--- config.mk ---
export PLATFORM = sky130hd
export DESIGN_NAME = histogram_frame_controller
export DESIGN_NICKNAME = d
export VERILOG_FILES = /design/src/rtl/img_pkg.sv /design/src/rtl/histogram_frame_controller_watchdog.sv /design/src/rtl/histogram_frame_controller.sv
export SDC_FILE = /design/constraint.sdc
export NUM_CORES = 1
export LEC_CHECK = 0
export CORE_MARGIN = 4
export CORE_UTILIZATION = 55
export DETAILED_ROUTE_END_ITERATION = 7
export DONT_BUFFER_PORTS = 1
export PLACE_DENSITY = 0.81
export SYNTH_ARGS = -nofsm -noshare
export SYNTH_HDL_FRONTEND = slang
export SYNTH_SLANG_ARGS = --single-unit
--- constraint.sdc ---
create_clock -name clk_i -period 7.3 [get_ports clk_i]
set_clock_uncertainty 0.15 [all_clocks]
set_input_delay 2.19 -clock clk_i [delete_from_list [all_inputs] [get_ports clk_i]]
set_output_delay 2.19 -clock clk_i [all_outputs]
set_load 0.05 [all_outputs]
--- src/rtl/img_pkg.sv ---
`default_nettype none
// ---------------------------------------------------------------------------
// img_pkg: frame geometry, sequencer state encoding and result-word layout | rev 1.0
// ---------------------------------------------------------------------------
package img_pkg;

  localparam int PIXEL_COUNT = 76800;
  localparam int BIN_COUNT   = 256;

  localparam int RES_IDX_MSB = 31;
  localparam int RES_IDX_LSB = 24;
  localparam int RES_CNT_MSB = 23;
  localparam int RES_CNT_LSB = 0;

  typedef enum logic [2:0] {
    IDLE  = 3'd0,
    FETCH = 3'd1,
    LOAD  = 3'd2,
    PUSH  = 3'd3,
    FLUSH = 3'd4,
    DONE  = 3'd5,
    ERR   = 3'd6
  } state_t;

  function automatic logic [7:0] res_index(input logic [31:0] word);
    return word[RES_IDX_MSB:RES_IDX_LSB];
  endfunction

  function automatic logic [23:0] res_count(input logic [31:0] word);
    return word[RES_CNT_MSB:RES_CNT_LSB];
  endfunction

endpackage
`default_nettype wire

--- src/rtl/histogram_frame_controller_watchdog.sv ---
`default_nettype none
// ---------------------------------------------------------------------------
// handshake_watchdog: stall counter cleared on progress, flags TIMEOUT idle cycles | rev 1.0
// ---------------------------------------------------------------------------
module handshake_watchdog #(
  parameter int TIMEOUT = 4096
) (
  input  logic clk,
  input  logic rst,
  input  logic clear,
  input  logic active,
  input  logic progress,
  output logic expired
);

  localparam int CW = $clog2(TIMEOUT + 1);

  logic [CW-1:0] count;

  always_ff @(posedge clk or posedge rst) begin
    if (rst) begin
      count <= '0;
    end else if (clear || progress || !active) begin
      count <= '0;
    end else begin
      count <= count + 1'b1;
    end
  end

  // Fires on the TIMEOUT-th consecutive stalled cycle so the next edge lands in ERR.
  assign expired = active && !progress && (count == CW'(TIMEOUT - 1));

endmodule
`default_nettype wire

--- src/rtl/histogram_frame_controller.sv ---
`default_nettype none
// ---------------------------------------------------------------------------
// histogram_frame_controller: frame read -> histogram push -> result collection | rev 1.0
// ---------------------------------------------------------------------------
module histogram_frame_controller #(
  parameter int PIXEL_COUNT = img_pkg::PIXEL_COUNT,
  parameter int BIN_COUNT   = img_pkg::BIN_COUNT,
  parameter int ADDR_W      = 17,
  parameter int TIMEOUT     = 4096
) (
  input  logic              clk_i,
  input  logic              rst_i,
  input  logic              start_i,
  output logic              busy_o,
  output logic              done_o,
  output logic              err_o,
  output logic              img_rd_o,
  output logic [ADDR_W-1:0] img_addr_o,
  input  logic [7:0]        img_data_i,
  output logic              pix_valid_o,
  output logic [7:0]        pix_data_o,
  input  logic              pix_ready_i,
  output logic              core_clr_o,
  output logic              core_flush_o,
  input  logic              res_valid_i,
  input  logic [31:0]       res_data_i,
  output logic              res_ready_o,
  output logic              ram_we_o,
  output logic [7:0]        ram_addr_o,
  output logic [31:0]       ram_data_o
);

  import img_pkg::*;

  state_t            state, state_nxt;
  logic [ADDR_W-1:0] pix_cnt;
  logic [8:0]        res_cnt;
  logic              ord_err;

  logic start_ok, pix_hs, res_hs, last_pix, last_res, mismatch, order_bad, wd_expired;
  logic rd_n, clr_n, valid_n, flush_n, ready_n, busy_n, done_n, err_n;
  logic [7:0] data_n;

  assign start_ok  = start_i && (state == IDLE || state == DONE || state == ERR);
  assign pix_hs    = (state == PUSH) && pix_valid_o && pix_ready_i;
  assign res_hs    = (state == FLUSH) && res_ready_o && res_valid_i;
  assign last_pix  = (pix_cnt == ADDR_W'(PIXEL_COUNT - 1));
  assign last_res  = (res_cnt == 9'(BIN_COUNT - 1));
  assign mismatch  = ({1'b0, res_index(res_data_i)} != res_cnt);
  assign order_bad = ord_err || mismatch;

  handshake_watchdog #(.TIMEOUT(TIMEOUT)) u_watchdog (
    .clk      (clk_i),
    .rst      (rst_i),
    .clear    (start_ok),
    .active   (state == PUSH || state == FLUSH),
    .progress (pix_hs || res_hs),
    .expired  (wd_expired)
  );

  always_ff @(posedge clk_i or posedge rst_i) begin
    if (rst_i) state <= IDLE;
    else       state <= state_nxt;
  end

  always_comb begin
    state_nxt = state;
    case (state)
      IDLE, DONE, ERR: if (start_i) state_nxt = FETCH;
      // The first FETCH cycle after start is the core-clear cycle; the read follows it.
      FETCH: if (img_rd_o) state_nxt = LOAD;
      LOAD:  state_nxt = PUSH;
      PUSH: begin
        if (wd_expired)  state_nxt = ERR;
        else if (pix_hs) state_nxt = last_pix ? FLUSH : FETCH;
      end
      FLUSH: begin
        if (wd_expired)              state_nxt = ERR;
        else if (res_hs && last_res) state_nxt = order_bad ? ERR : DONE;
      end
      default: state_nxt = IDLE;
    endcase
  end

  always_comb begin
    rd_n    = 1'b0;
    clr_n   = 1'b0;
    valid_n = pix_valid_o;
    data_n  = pix_data_o;
    flush_n = core_flush_o;
    ready_n = res_ready_o;
    busy_n  = busy_o;
    done_n  = done_o;
    err_n   = err_o;
    case (state)
      IDLE, DONE, ERR: begin
        if (start_i) begin
          clr_n  = 1'b1;
          busy_n = 1'b1;
          done_n = 1'b0;
          err_n  = 1'b0;
        end
      end
      FETCH: rd_n = !img_rd_o;
      LOAD: begin
        data_n  = img_data_i;
        valid_n = 1'b1;
      end
      PUSH: begin
        if (wd_expired) begin
          valid_n = 1'b0;
          busy_n  = 1'b0;
          err_n   = 1'b1;
        end else if (pix_hs) begin
          valid_n = 1'b0;
          flush_n = last_pix;
          ready_n = last_pix;
          rd_n    = !last_pix;
        end
      end
      FLUSH: begin
        if (wd_expired || (res_hs && last_res)) begin
          flush_n = 1'b0;
          ready_n = 1'b0;
          busy_n  = 1'b0;
          err_n   = wd_expired || order_bad;
          done_n  = !(wd_expired || order_bad);
        end
      end
      default: ;
    endcase
  end

  always_ff @(posedge clk_i or posedge rst_i) begin
    if (rst_i) begin
      img_rd_o     <= 1'b0;
      core_clr_o   <= 1'b0;
      pix_valid_o  <= 1'b0;
      pix_data_o   <= '0;
      core_flush_o <= 1'b0;
      res_ready_o  <= 1'b0;
      busy_o       <= 1'b0;
      done_o       <= 1'b0;
      err_o        <= 1'b0;
    end else begin
      img_rd_o     <= rd_n;
      core_clr_o   <= clr_n;
      pix_valid_o  <= valid_n;
      pix_data_o   <= data_n;
      core_flush_o <= flush_n;
      res_ready_o  <= ready_n;
      busy_o       <= busy_n;
      done_o       <= done_n;
      err_o        <= err_n;
    end
  end

  always_ff @(posedge clk_i or posedge rst_i) begin
    if (rst_i) begin
      pix_cnt <= '0;
      res_cnt <= '0;
      ord_err <= 1'b0;
    end else if (start_ok) begin
      pix_cnt <= '0;
      res_cnt <= '0;
      ord_err <= 1'b0;
    end else begin
      if (pix_hs) pix_cnt <= pix_cnt + 1'b1;
      if (res_hs) begin
        res_cnt <= res_cnt + 1'b1;
        ord_err <= order_bad;
      end
    end
  end

  assign img_addr_o = pix_cnt;

  // Result RAM port is a direct pass-through of the accepted word, zero when idle.
  assign ram_we_o   = res_hs;
  assign ram_addr_o = res_hs ? res_cnt[7:0] : 8'd0;
  assign ram_data_o = res_hs ? res_data_i : 32'd0;

endmodule
`default_nettype wire
==> run_results.csv <==
group,metric,value,unit
worst_setup_path,cp_data_arrival_time,3.63,ns
floorplanning,die_area,0.007290,sq mm
synthesis,synth_edf_count,0,
synthesis,ys.flop_type,"dfrtp_1",
clock_network,cts_setup_buffers,0,
sta,hold_viol_final,0,
sta,relSlewSlack,31.95,%
worst_setup_path,crit_fanout,49,
synthesis,yosys_warnings,0,
clock_network,cts_max_path_buffers,2,
grt,grt_use_total,20.27,%
grt,first_global_vias,2503,
detailed_routing,vias_per_cell,5.925,
power_and_ir_drop,cellLeakagePower,1.561,nW
grt,overflow,0,
synthesis,ys_types,51,
final_layout,final_layout_size_suffix_gt1_share,10.80,%
final_layout,layoutNonFillerInstCount,424,
placement,dpl.hpwl,5181,um
clock_network,cts_buffers,9,
synthesis,synthesis.nets,397,
detailed_routing,drc_errors,0,
sta,period_needed,5.966,ns
floorplanning,num_io_pins,119,
outcome,outcome,"completed",
placement,dpl_cell_area,0.003352,sq mm
floorplanning,die_w,85.38,um
worst_setup_path,path_class,"in -> out",
placement,portBuffers,0,
synthesis,synth_area_per_cell,9.463,sq um
final_layout,area_growth_syn_to_layout,7.903,%
synthesis,ys_seq_area_share,44.07,%
detailed_routing,ant_nets,0,
final_layout,nets,396,
floorplanning,dieHeight,85.38,um
synthesis,ys_top_cells_by_count,"dfrtp_1, nor2_1, and2_1",
sta,timing.fmax,167.6,MHz
clock_network,cts_max_level,3,
synthesis,synthArstFlopShare,100.0,%
detailed_routing,routed_wl,7029,um
grt,antenna_found_initial,0,
final_layout,final_area,0.003553,sq mm
power_and_ir_drop,p_per_area,299.3,mW/mm^2
synthesis,yosysMostFrequentCell,"dfrtp_1",
power_and_ir_drop,ir_worst_vdd,0.0002975,V
clock_network,cts_hold_buffers,0,
final_layout,n_antenna_cell,0,
synthesis,ys_seq_elements,58,
hold_path,hold_path_class,"reg -> reg",
floorplanning,start_util,58.37,%
final_layout,final_util,62.99,%
detailed_routing,via_count,2512,
worst_setup_path,required,4.96,ns
grt,grt_max_degree,59,
synthesis,synthCells,348,
sta,tightest_slew,1.021,ns
grt,grt_pass1_wl,11910,um
clock_network,cts_tree,"built",
placement,gp_congestion,0.8139,
clock_network,clk_root_buffer_cell,"clkbuf_8",
synthesis,yosysTopAreaCellShare,44.07,%
floorplanning,rows,27,
synthesis,synthTopCellsByArea,"dfrtp_1, and2_1, nor2_1, xnor2_1, xor2_1",
worst_setup_path,cp-end-kind,"output pin",
sta,finalSetupTns,0,ns
clock_network,clkTransAtPathRegs,0.06,ns
detailed_routing,drtPass1Iterations,6,
clock_network,cts_resized,0,
worst_setup_path,cp-start-kind,"input port",
synthesis,synth_top_area_cell,"dfrtp_1",
clock_network,cts.sinks,58,
job,cap_violations,0,
detailed_routing,wire_per_inst,16.58,um
clock_network,clk_latency,0.33,ns
placement,dp.cells,408,
sta,setup_viol,0,
sta,slew_viol_final,0,
floorplanning,core,0.005642,sq mm
sta,rsz0062_at_grt,"false",
final_layout,fill_cells,453,
detailed_routing,drt_iter0_drc,162,
sta,period_share,81.73,%
synthesis,synthesis.area,0.003293,sq mm
power_and_ir_drop,finalPower,1.064,mW
-- power breakdown --
part	switching, mW	internal (mW)	leakage (nW)
registers	0.206	0.371	0.772
logic	0.111	0.0866	0.683
clock network	0.120	0.169	0.106
-- metrics by stage --
step           setup slack, ns  hold WS, ns
2_1_floorplan            1.344       0.3190
3_3_place_gp             1.403       0.3449
3_5_place_dp             1.336       0.3645
4_1_cts                  1.309       0.3730
5_1_grt                  1.162       0.3874
6_report                 1.334       0.3659
-- placed cells by master (no fill, tap or decap), types with 2 or more instances in the layout --
| cell | instances |
|---|---|
| dfrtp_1 | 58 |
| nor2_1 | 48 |
| and2_1 | 42 |
| xnor2_1 | 20 |
| xor2_1 | 20 |
| nand2_1 | 18 |
| nand3_1 | 15 |
| clkbuf_8 | 14 |
| nand4_1 | 10 |
| mux2_2 | 8 |
| or3_1 | 7 |
| inv_1 | 7 |
| nor3_1 | 7 |
| o21ai_0 | 7 |
| and3_1 | 6 |
| a21oi_1 | 5 |
| ha_1 | 4 |
| nor2b_1 | 3 |
| nor4_4 | 3 |
| a21o_1 | 3 |
| mux2i_1 | 3 |
| buf_4 | 3 |
| a21oi_2 | 2 |
| nor4_1 | 2 |
| nand3b_1 | 2 |
| o31ai_1 | 2 |
| o211ai_1 | 2 |
| a22oi_1 | 2 |
| and4_1 | 2 |
| a31oi_1 | 2 |
| a211oi_1 | 2 |
| a211o_1 | 2 |
-- cell type report --
class / count / area, sq um / area share (%)
repair buffers: 3 / 22.52 / 0.6338
inverters: 8 / 30.03 / 0.8451
clock inverters: 1 / 5.005 / 0.1408
clock buffers: 15 / 196.4 / 5.528
flip-flops and latches: 58 / 1451 / 40.84
multi-input cells: 267 / 1758 / 49.47
well taps: 72 / 90.09 / 2.535
-- worst paths after layout --
| kind | start | to | slack [ns] | depth (start not counted) |
|---|---|---|---|---|
| setup / recovery | res_valid_i | ram_data_o[5] | 1.33 | 3 |
| hold / removal | u_watchdog.count[0] | u_watchdog.count[0] | 0.37 | 1 |
| setup reg to reg | res_ready_o | res_cnt[4] | 4.33 | 5 |
| hold reg to reg | u_watchdog.count[0] | u_watchdog.count[0] | 0.37 | 1 |
| max in group asynchronous | rst_i | state[1] | 4.74 | 2 |
| min in group asynchronous | rst_i | img_addr_o[14] | 1.79 | 2 |
-- state kept, by name, indices dropped and copies added, names as in the netlist --
name              count
ord_err               1
img_addr_o           17
err_o                 1
pix_valid_o           1
res_ready_o           1
busy_o                1
core_clr_o            1
done_o                1
state                 3
pix_data_o            8
u_watchdog.count     13
img_rd_o              1
res_cnt               9
-- worst max-delay path: stages --
cell,delay [ns]
nand2_1,0.19
nor2_4,0.68
and2_1,0.56
-- cell families (layout without fill, tap and decap cells) --
kind of cell,Yosys count,after routing,synth area share [%]
adder cells (fa/ha/maj),4,4,1.520
XOR/XNOR,40,40,10.64
AND/OR/NAND/NOR,177,177,29.86
AO/OA/AOI/OAI,35,35,7.295
flip-flops,58,58,44.07
buffers and inverters,23,27,2.963
multiplexers,11,11,3.648
-- per-layer routing --
layer	global-route usage (%)	up-vias	wire (um)
li1	-	1192	-
met1	25.67	1234	2925
met2	31.92	77	3477
met3	5.728	9	516
met4	9.784	0	109
met5	0	-	0
(Power assumes the default switching activity.)
